==> src/rtl/pipe_hazard_ctrl.sv <==
`default_nettype none
// ============================================================================
// Module   : pipe_hazard_ctrl
// Purpose  : Hazard and PC-sequencing controller for the 5-stage pipeline.
//            Selects the next PC (sequential, jump, taken branch). Drives the
//            stall and flush controls for the PC register, IF/ID and ID/EX.
//            Sequences multi-cycle mult/div ops in EX with an IDLE/BUSY FSM.
//            Counts the cycles in which the PC was held.
// Revision : 1.0 - initial release
// ----------------------------------------------------------------------------
// Ports
//   clk, rst           clock; asynchronous active-high reset
//   pc                 current PC register value
//   id_rs, id_rt       source registers of the ID instruction
//   id_uses_rs/_rt     ID instruction reads rs / rt
//   id_jump            ID holds j/jal/jr
//   id_jump_target     jump target
//   ex_memread, ex_rd  EX holds a load, and the load's destination register
//   ex_branch_taken    branch resolved taken in EX
//   ex_branch_target   branch target
//   ex_mdu             EX holds a mult/div op
//   npc                next PC, to the PC register
//   pc_stall           hold the PC register
//   ifid_stall         hold IF/ID
//   ifid_flush         clear IF/ID to a bubble
//   idex_stall         hold ID/EX
//   idex_flush         clear ID/EX to a bubble
//   mdu_busy           the mult/div FSM is in BUSY
//   stall_cycles       count of cycles with pc_stall=1 (wraps)
// Parameter
//   MDU_LAT            EX occupancy of a mult/div op in cycles (2..15)
// ============================================================================
module pipe_hazard_ctrl #(
  parameter int MDU_LAT = 4
) (
  input  logic        clk,
  input  logic        rst,
  input  logic [31:0] pc,
  input  logic [4:0]  id_rs,
  input  logic [4:0]  id_rt,
  input  logic        id_uses_rs,
  input  logic        id_uses_rt,
  input  logic        id_jump,
  input  logic [31:0] id_jump_target,
  input  logic        ex_memread,
  input  logic [4:0]  ex_rd,
  input  logic        ex_branch_taken,
  input  logic [31:0] ex_branch_target,
  input  logic        ex_mdu,
  output logic [31:0] npc,
  output logic        pc_stall,
  output logic        ifid_stall,
  output logic        ifid_flush,
  output logic        idex_stall,
  output logic        idex_flush,
  output logic        mdu_busy,
  output logic [31:0] stall_cycles
);

  typedef enum logic [0:0] {
    ST_IDLE = 1'b0,
    ST_BUSY = 1'b1
  } state_t;

  // The cycle that starts an op is already its first EX cycle. The counter
  // therefore covers the remaining MDU_LAT-1 cycles.
  localparam logic [3:0] c_cnt_init = 4'(MDU_LAT - 1);

  state_t      r_state;
  state_t      w_state_nxt;
  logic [3:0]  r_cnt;
  logic [3:0]  w_cnt_nxt;
  logic [31:0] r_stall_cycles;

  logic [31:0] w_pc_plus4;
  logic        w_rs_hit;
  logic        w_rt_hit;
  logic        w_load_use;
  logic        w_mdu_hold;

  // --------------------------------------------------------------------------
  // Hazard condition terms
  // --------------------------------------------------------------------------
  // The adder is 32 bits wide, so 0xFFFF_FFFC + 4 wraps to 0.
  assign w_pc_plus4 = pc + 32'd4;

  // Register 0 is hard-wired, so a load to r0 never creates a dependency.
  assign w_rs_hit   = id_uses_rs && (id_rs == ex_rd);
  assign w_rt_hit   = id_uses_rt && (id_rt == ex_rd);
  assign w_load_use = ex_memread && (ex_rd != 5'd0) && (w_rs_hit || w_rt_hit);

  // Hold while the op is still running. On the last BUSY cycle (cnt==1) the
  // op completes in this cycle, so the pipeline may advance.
  assign w_mdu_hold = ((r_state == ST_IDLE) && ex_mdu) ||
                      ((r_state == ST_BUSY) && (r_cnt > 4'd1));

  // --------------------------------------------------------------------------
  // MDU FSM: state register
  // --------------------------------------------------------------------------
  always_ff @(posedge clk or posedge rst) begin
    if (rst) begin
      r_state <= ST_IDLE;
      r_cnt   <= 4'd0;
    end else begin
      r_state <= w_state_nxt;
      r_cnt   <= w_cnt_nxt;
    end
  end

  // --------------------------------------------------------------------------
  // MDU FSM next state, and hazard priority resolution
  // --------------------------------------------------------------------------
  always_comb begin
    w_state_nxt = r_state;
    w_cnt_nxt   = r_cnt;
    npc         = w_pc_plus4;
    pc_stall    = 1'b0;
    ifid_stall  = 1'b0;
    ifid_flush  = 1'b0;
    idex_stall  = 1'b0;
    idex_flush  = 1'b0;

    unique case (r_state)
      ST_IDLE: begin
        // A taken branch squashes the op that would otherwise start.
        if (ex_mdu && !ex_branch_taken) begin
          w_state_nxt = ST_BUSY;
          w_cnt_nxt   = c_cnt_init;
        end
      end
      ST_BUSY: begin
        if (r_cnt > 4'd1) begin
          w_cnt_nxt = r_cnt - 4'd1;
        end else begin
          // Last occupancy cycle. A back-to-back op is picked up in IDLE.
          w_state_nxt = ST_IDLE;
          w_cnt_nxt   = 4'd0;
        end
      end
      default: begin
        w_state_nxt = ST_IDLE;
        w_cnt_nxt   = 4'd0;
      end
    endcase

    // Exactly one action applies per cycle, highest priority first.
    if (ex_branch_taken) begin
      npc        = ex_branch_target;
      ifid_flush = 1'b1;
      idex_flush = 1'b1;
    end else if (w_mdu_hold) begin
      // npc keeps pc+4; the PC register ignores it while stalled.
      pc_stall   = 1'b1;
      ifid_stall = 1'b1;
      idex_stall = 1'b1;
    end else if (w_load_use) begin
      // Freeze the front end and send a bubble into EX. The load moves on, so
      // the dependency clears next cycle. A dependent jr is re-evaluated then.
      pc_stall   = 1'b1;
      ifid_stall = 1'b1;
      idex_flush = 1'b1;
    end else if (id_jump) begin
      npc        = id_jump_target;
      ifid_flush = 1'b1;
    end
  end

  assign mdu_busy = (r_state == ST_BUSY);

  // --------------------------------------------------------------------------
  // Stall-cycle performance counter; wraps naturally at 2^32
  // --------------------------------------------------------------------------
  always_ff @(posedge clk or posedge rst) begin
    if (rst) begin
      r_stall_cycles <= 32'd0;
    end else if (pc_stall) begin
      r_stall_cycles <= r_stall_cycles + 32'd1;
    end
  end

  assign stall_cycles = r_stall_cycles;

endmodule
`default_nettype wire

==> config.mk <==
export PLATFORM = sky130hd
export DESIGN_NAME = pipe_hazard_ctrl
export DESIGN_NICKNAME = d
export VERILOG_FILES = /design/src/rtl/pipe_hazard_ctrl.sv
export SDC_FILE = /design/constraint.sdc
export NUM_CORES = 1
export LEC_CHECK = 0
export ABC_AREA = 1
export CORE_ASPECT_RATIO = 0.7
export CORE_MARGIN = 4
export CORE_UTILIZATION = 39
export CTS_CLUSTER_DIAMETER = 50
export DETAILED_ROUTE_END_ITERATION = 8
export GPL_ROUTABILITY_DRIVEN = 0
export PLACE_DENSITY = 0.79
export SLEW_MARGIN = 40
export SYNTH_ARGS = -nofsm -noshare
export SYNTH_HDL_FRONTEND = slang
export SYNTH_SLANG_ARGS = --single-unit
==> constraint.sdc <==
create_clock -name clk -period 2.04 [get_ports clk]
set_clock_uncertainty 0.05 [all_clocks]
set_input_delay 0.408 -clock clk [delete_from_list [all_inputs] [get_ports clk]]
set_output_delay 0.408 -clock clk [all_outputs]
set_load 0.02 [all_outputs]
## Yosys cells after proc, flatten, opt, wreduce, memory -nomap -nowiden

Index checks and enable logic that the tools add are counted.

- Logic and storage cells: 43
- Output and inout port bits: 70
- Input port bits: 119
- Register bits after elaboration: 37

- Bitwise logic cells: 1
- Mux-type cells: 21
- Magnitude comparators: 1
- $add $sub $neg: 3
- Equality and inequality tests: 3
- Reductions and logical operators: 11

Operators by type and width:

| kind | count |
|---|---|
| 2-to-1 mux 32 bit | 4 |
| adder 32 x 1 -> 32 bit (second input constant) | 1 |
| adder 32 x 3 -> 32 bit (second input constant) | 1 |
| 2-to-1 mux 1 bit | 13 |
| == test 5 bit | 2 |
| 2-to-1 mux 4 bit | 2 |
| one-hot mux 4 bit (2 select lines) | 1 |
| logical AND 1 bit | 7 |
| nonzero test 5 bit | 1 |
| greater-than comparator 4 x 1 -> 1 bit (second input constant) | 1 |
| subtractor 4 x 1 -> 4 bit (second input constant) | 1 |
| logical OR 1 bit | 2 |
| inequality test 2 x 1 -> 1 bit (second input constant) | 1 |
| one-hot mux 1 bit (2 select lines) | 1 |
| logical NOT 1 bit | 1 |
| NOT 1 bit | 1 |

## Depth between registers and ports, before layout

Gate-level depths: netlist of the first run.

- Depth in word-level cells: 7
- Depth in mapped cells: 13
- Gate-level depth less buffers: 13

## Least setup slack after synthesis of the first run

No wires, ideal clock.

- Path type: register to output
- From: reg r_cnt[0]
- To: out idex_flush
- Required time: 1.582 ns
- Path buffers: 1
- Arrival: 1.747 ns
- Stages on the path, launching flop included: 10
- Slack: -0.165 ns
- Cells stage by stage: dfrtp_1 > inv_1 > ha_1 > nor2_1 > nor3_2 > nor2_1 > a21oi_2 > buf_2 > nor2_1 > a21oi_1

- Cells in the longest elaborated chain, start to end: 5

Ends and longest elaborated chain:

| element | line | RTL |
|---|---|---|
| start, declared | 71 | `logic [3:0] r_cnt;` |
| start signal, assigned | 106 | `r_cnt <= w_cnt_nxt;` |
| greater-than comparator 4 x 1 -> 1 bit | 95 | `((r_state == ST_BUSY) && (r_cnt > 4'd1));` |
| logical AND 1 bit | 95 |  |
| logical OR 1 bit | 94 | `assign w_mdu_hold = ((r_state == ST_IDLE) && ex_mdu) \|\|` |
| 2-to-1 mux 1 bit | 151 | `end else if (w_mdu_hold) begin` |
| 2-to-1 mux 1 bit | 147 | `if (ex_branch_taken) begin` |
| end, declared | 55 | `output logic idex_flush,` |

Every way passes these cells.

## Final worst setup path of the first run

- From: reg r_cnt[0]
- To: out npc[23]

- Cells in the longest elaborated chain, start to end: 5

Ends and longest elaborated chain:

| element | line | RTL |
|---|---|---|
| greater-than comparator 4 x 1 -> 1 bit | 95 |  |
| logical AND 1 bit | 95 |  |
| logical OR 1 bit | 94 |  |
| 2-to-1 mux 32 bit | 151 |  |
| 2-to-1 mux 32 bit | 147 |  |
| end, declared | 50 | `output logic [31:0] npc,` |

Every way passes these cells.

==> flow_metrics.env, run 1 <==
export IMPL_hold_violations=0
export IMPL_hold_class="flop to flop"
export IMPL_dp_hpwl_mm=13.5
export IMPL_coreArea_um2=10400
export IMPL_io_buffers=188
export IMPL_synth_cells=719
export IMPL_crit_required_ps=1580
export IMPL_routed_via_density=5.28
export IMPL_worstSkewPairLatency_ps=280
export IMPL_synth_compound_area_share_pct=3.02
export IMPL_vias=5998
export IMPL_hold_start="stall_cycles[31]"
export IMPL_ios=189
export IMPL_synth_edff_count=0
export IMPL_rsz0062_at_grt="true"
export IMPL_netlist_area_leader_share_pct=26.6
export IMPL_fill_cells=783
export IMPL_path_max_fanout=7
export IMPL_layout_drive_gt1_share_pct=27.0
export IMPL_wire_per_inst_um=16.9
export IMPL_htreeDepth=2
export IMPL_synth_avg_cell_area_um2=5.76
export IMPL_rows=31
export IMPL_synthTopCellsByArea="nand2_1 (27%), dfrtp_1 (22%), inv_1 (7.3%), nand3_1 (6.5%), nand4_1 (6.0%)"
export IMPL_r2r_end="stall_cycles[8]"
export IMPL_worstSetupPathType="flop to primary output"
export IMPL_power_density_nw_per_um2=746
export IMPL_synth_mux_area_share_pct=0
export IMPL_antenna_found_initial=1
export IMPL_vdd_drop_max_uv=546
export IMPL_grt_pass1_vias=5817
export IMPL_cts_sinks=37
export IMPL_die_x_um=131
export IMPL_min_period_over_period_pct=133
export IMPL_placed_cells=1096
export IMPL_regArea_um2=926
export IMPL_ys_types=35
export IMPL_max_stage_delay_ps=400
export IMPL_finalWorstSetupSlack_ps=-678
export IMPL_multiInputGateArea_um2=3110
export IMPL_violations="setup timing"
export IMPL_dieHeight_um=94.2
export IMPL_tightestPinTransition_ps=488
export IMPL_synth_commonest_cells="nand2_1 (294), inv_1 (80), nor2_1 (66)"
export IMPL_synth_warning_count=0
export IMPL_synth_seq_area_share_pct=22.4
export IMPL_root_buffer="clkbuf_16"
export IMPL_fin_crit_ps=2720
export IMPL_status="finished with violations"
export IMPL_tritoncts_num_buffers=5
export IMPL_drt_iter0_markers=554
export IMPL_yosysMostFrequentCell="nand2_1"
export IMPL_track_usage_pct=30.7
export IMPL_nets=1126
export IMPL_ys_ff_latch=37
export IMPL_synth_adder_area_share_pct=1.21
export IMPL_cp_arrival_ps=2260
export IMPL_initial_core_util_pct=40.0
export IMPL_grt_start_max_net_pins=38
export IMPL_synth_ff_type="dfrtp_1"
export IMPL_report_final_slew_viol_count=0
export IMPL_syn_area_um2=4140
export IMPL_drtPass1Iterations=5
export IMPL_async_flop_share_pct=100
export IMPL_cts_tree="done"
export IMPL_timing_slew_headroom_pct=67.2
export IMPL_grt_ovfl_total=0
export IMPL_fin_hold_ws_ps=476
export IMPL_holdPathEnd="stall_cycles[31]"
export IMPL_yosysTopAreaCell="nand2_1"
export IMPL_power_leakage_nw=3.78
export IMPL_critical_path_cell_chain="inv_1 -> ha_2 -> nor2_4 -> nor3_4 -> nor2_2 -> a21oi_4 -> nand3_4 -> buf_6 -> buf_16 -> nand2_2 -> nand3_2 -> nand2_2 -> buf_6"
export IMPL_dieArea_um2=12400
export IMPL_clock_fmax_mhz=368
export IMPL_synth_nets=842
export IMPL_area_growth_pct=85.8
export IMPL_min_path_cells=2
export IMPL_final_util_pct=74.3
export IMPL_synthXorXnorAreaFrac_pct=9.52
export IMPL_clk_pin_slew_ps=60
export IMPL_synth_top_family_by_area="simple AND/OR/NAND/NOR gates"
export IMPL_grt_pass1_wl_mm=30.5
export IMPL_reg2reg_slack_ps=-240
export IMPL_start_kind="flop"
export IMPL_stdcell_count=1136
export IMPL_wl_mm=19.2
export IMPL_ant_nets=0
export IMPL_power_total_mw=5.74
export IMPL_reg2regPathDepth=16
export IMPL_yosys_area_share_simple_pct=52.8
export IMPL_cap_violations=0
export IMPL_drc_errors=0
export IMPL_final_setup_viol_count=69
export IMPL_r2r_start="r_cnt[0]"
export IMPL_cp_slowest_cell="dfrtp_1"
export IMPL_cts_buffer_depth=2
export IMPL_end_kind="primary output"
repair_timing:
item                                    CTS  global route
endpoints found under the hold margin     0             0
hold buffers                              0             0
setup buffers                            22             1
gates cloned                              9             0
endpoints found under the setup margin   69            69
gates resized for setup                 333            17
pin swaps                                44             9
placed cells by master, fill, tap and decap left out, types with 15 or more instances in the layout:
| master | instances |
|---|---|
| nor3_1 | 15 |
| dfrtp_1 | 37 |
| clkdlybuf4s50_1 | 121 |
| dlygate4sd2_1 | 30 |
| nand2_2 | 47 |
| nand2_1 | 244 |
| buf_6 | 42 |
| nand3_2 | 20 |
| xor2_1 | 24 |
| buf_4 | 89 |
| xnor2_1 | 21 |
| inv_1 | 77 |
| nand3_1 | 37 |
| nor2_1 | 53 |
| nand4_1 | 40 |
worst max path at each step:
| stage | startpoint | to | slack [ps] |
|---|---|---|---|
| 4_1_cts | r_cnt[0] | npc[19] | -620 |
| 2_1_floorplan | r_cnt[0] | npc[9] | -20 |
| 3_3_place_gp | pc[10] | npc[25] | -1050 |
| 5_1_grt | r_cnt[0] | npc[13] | -790 |
| 6_report | r_cnt[0] | npc[23] | -680 |
| 3_5_place_dp | pc[10] | npc[27] | -1100 |
kinds of logic (layout without fill, tap and decap cells):
| logic type | count (synthesis) | after routing |
|---|---|---|
| other | 0 | 1 |
| DFF | 37 | 37 |
| and+or+nand+nor | 499 | 500 |
| xor gates and xnor gates | 45 | 45 |
| AOI/OAI and AO/OA | 23 | 23 |
| buffers and inverters | 111 | 394 |
| adders and majority gates | 4 | 4 |
flip-flops by register name, summed over array words and instances (netlist names):
| name | flops |
|---|---|
| stall_cycles | 32 |
| r_cnt | 4 |
| mdu_busy | 1 |
critical path: cells and delay by family (launching register included):
kind                       cells  cell delay, ps
buffers and inverters          4             490
AOI/OAI and AO/OA              1             220
DFF                            1             400
and+or+nand+nor                7             670
adders and majority gates      1             200
where the power goes:
part	total [mW]	switching [mW]	internal, mW
clock	0.766	0.286	0.480
sequential	1.05	0.178	0.874
combinational	3.92	1.92	2.00
total	5.74	2.39	3.35
final cells by class:
cell class	count	share of cell area (%)
Antenna cell	1	0.0325
Multi-Input combinational cell	572	40.4
Inverter	85	4.18
Tap cell	132	2.15
Sequential cell	37	12.0
Timing Repair Buffer	302	39.3
Clock buffer	7	1.85
through the flow:
| stage | cell area (µm²) | TNS [ps] | worst slack [ps] |
|---|---|---|---|
| 2_1_floorplan | 4230 | -442 | -17.8 |
| 3_3_place_gp | 6790 | -46400 | -1050 |
| 3_5_place_dp | 6790 | -49050 | -1100 |
| 4_1_cts | 7630 | -22200 | -624 |
| 5_1_grt | 7700 | -33620 | -795 |
| 6_report | 7700 | -26280 | -678 |
per-layer routing:
metal	wire length (µm)	GRT usage, %
met3	1760	6.91
met4	536	7.43
met1	8570	42.4
met5	0	0
met2	8340	49.1
No activity file was read; power rests on OpenSTA's default activity.
==> run 2: changes to the inputs <==
--- a/config.mk
+++ b/config.mk
@@ -12,7 +12,7 @@
 export CTS_CLUSTER_DIAMETER = 50
 export DETAILED_ROUTE_END_ITERATION = 8
 export GPL_ROUTABILITY_DRIVEN = 0
-export PLACE_DENSITY = 0.79
+export PLACE_DENSITY = 0.77
 export SLEW_MARGIN = 40
 export SYNTH_ARGS = -nofsm -noshare
 export SYNTH_HDL_FRONTEND = slang
==> run 2 against run 1 <==
  * The run ends with DRC, setup timing left
  * Largest cell class unchanged
  * Worst hold slack gained 15 ps
  * Critical path type unchanged
  * Cell count is the same
  * Combinational power grew 9.2%
  * Sequential power is essentially flat
==> flow_metrics.env, run 2 (synthesis gave the netlist of run 1 again) <==
export IMPL_drc_errors=10
export IMPL_power_density_nw_per_um2=743
export IMPL_ios=189
export IMPL_initial_core_util_pct=40.0
export IMPL_drt_iter0_markers=777
export IMPL_routed_via_density=5.57
export IMPL_worstSetupPathType="flop to primary output"
export IMPL_cts_sinks=37
export IMPL_layout_drive_gt1_share_pct=34.7
export IMPL_antenna_found_initial=1
export IMPL_vias=6331
export IMPL_reg2regPathDepth=17
export IMPL_coreArea_um2=10400
export IMPL_area_growth_pct=98.1
export IMPL_final_cell_mix="nand2_1 (190), clkdlybuf4s50_1 (123), nand2_2 (92), buf_4 (83), inv_1 (75)"
export IMPL_end_kind="primary output"
export IMPL_setup_tns_ps=-33600
export IMPL_power_leakage_nw=4.16
export IMPL_wire_per_inst_um=19.2
export IMPL_vdd_drop_max_uv=525
export IMPL_fill_cells=618
export IMPL_die_x_um=131
export IMPL_ant_nets=0
export IMPL_largest_reg_flops=32
export IMPL_io_buffers=188
export IMPL_tightestPinTransition_ps=504
export IMPL_timing_slew_headroom_pct=66.1
export IMPL_cap_violations=0
export IMPL_grt_pass1_wl_mm=29.7
export IMPL_rsz0062_at_grt="true"
export IMPL_grt_ovfl_total=0
export IMPL_reg2reg_slack_ps=-420
export IMPL_hold_class="input port to asynchronous set/reset pin"
export IMPL_cts_tree="done"
export IMPL_placed_cells=1096
export IMPL_htreeDepth=2
export IMPL_dp_hpwl_mm=13.1
export IMPL_root_buffer="clkbuf_16"
export IMPL_postLayoutCellArea_um2=8200
export IMPL_nets=1125
export IMPL_start_kind="flop"
export IMPL_stdcell_count=1136
export IMPL_dieHeight_um=94.2
export IMPL_worstSkewPairLatency_ps=280
export IMPL_dieArea_um2=12400
export IMPL_clk_pin_slew_ps=50
export IMPL_fin_crit_ps=2730
export IMPL_path_max_fanout=7
export IMPL_final_common_cell="nand2_1"
export IMPL_drtPass1Iterations=9
export IMPL_clock_fmax_mhz=366
export IMPL_grt_pass1_vias=5587
export IMPL_rows=31
export IMPL_final_util_pct=79.2
export IMPL_hold_violations=0
export IMPL_place_area_um2=6830
export IMPL_violations="DRC, setup timing"
export IMPL_power_total_mw=6.10
export IMPL_cp_arrival_ps=2270
export IMPL_status="finished with violations"
export IMPL_min_period_over_period_pct=134
export IMPL_final_setup_viol_count=69
export IMPL_report_final_slew_viol_count=0
export IMPL_tritoncts_num_buffers=5
export IMPL_cts_buffer_depth=2
export IMPL_grt_start_max_net_pins=38
export IMPL_track_usage_pct=29.8
export IMPL_crit_required_ps=1580
export IMPL_finalWorstSetupSlack_ps=-689
export IMPL_r2r_end="stall_cycles[9]"
export IMPL_wl_mm=21.8
export IMPL_r2r_start="r_cnt[0]"
## run 2: changes by cell type in the layout (fill, tap and decap cells not counted), sizes merged
cell | before | now
dlygate4sd2 | 30 | 1
dlymetal6s2s | 0 | 27
clkbuf | 7 | 13
buf | 150 | 146
clkdlybuf4s50 | 121 | 123
bufbuf | 1 | 0
nand3 | 59 | 58
## run 2: area by class of cell
cell class	count	area, µm²	share of cell area [%]
clock buffers	8	136	1.66
inverters	85	324	3.95
flip-flops and latches	37	927	11.3
diodes	1	2.50	0.0305
well taps	132	165	2.01
multi-input cells	571	3420	41.7
repair buffers	302	3230	39.3
## run 2: stage by stage
| step | hold WS (ps) | setup WS [ps] |
|---|---|---|
| finish | 491 | -689 |
| global route | 528 | -741 |
| CTS | 501 | -681 |
| detailed placement | 489 | -1100 |
| global placement | 459 | -1080 |
| floorplan | 479 | -17.8 |
## run 2: how the worst max path moves through the flow
stage	endpoint	slack, ps	from
detailed placement	npc[22]	-1100	pc[6]
global placement	npc[22]	-1080	pc[6]
CTS	npc[29]	-680	r_cnt[0]
finish	npc[19]	-690	r_cnt[0]
floorplan	npc[9]	-20	r_cnt[0]
global route	npc[19]	-740	r_cnt[0]
## run 2: critical path, stage by stage, from the launching register on
cell,delay (ps)
dfrtp_2,460
inv_2,80
ha_4,140
nor2_4,50
nor3_4,150
nor2_2,90
a21oi_4,170
nand3_4,160
buf_12,190
clkbuf_16,170
nand2_2,80
nand3_2,70
nand2_2,60
buf_6,110
## run 2: what timing repair did
action | in CTS | in global routing
hold buffers | 0 | 0
pin swaps | 48 | 59
buffers inserted | 17 | 12
resized for setup | 283 | 174
cloned | 7 | 5
endpoints found under the setup margin | 69 | 69
hold endpoints to repair | 0 | 0
## run 2: where the power goes
part	leakage, nW	internal, mW	switching (mW)
sequential	0.500	0.876	0.205
clock	0.0652	0.454	0.288
combinational	3.59	2.11	2.17
total	4.16	3.44	2.66
## run 2: routing by layer
layer	vias to the layer above	share of wire, %	track usage (%)
met2	468	45	48.0
met1	2881	39	41.1
met4	0	4.9	7.34
met5	-	0	0
li1	2842	-	-
met3	140	11	6.26
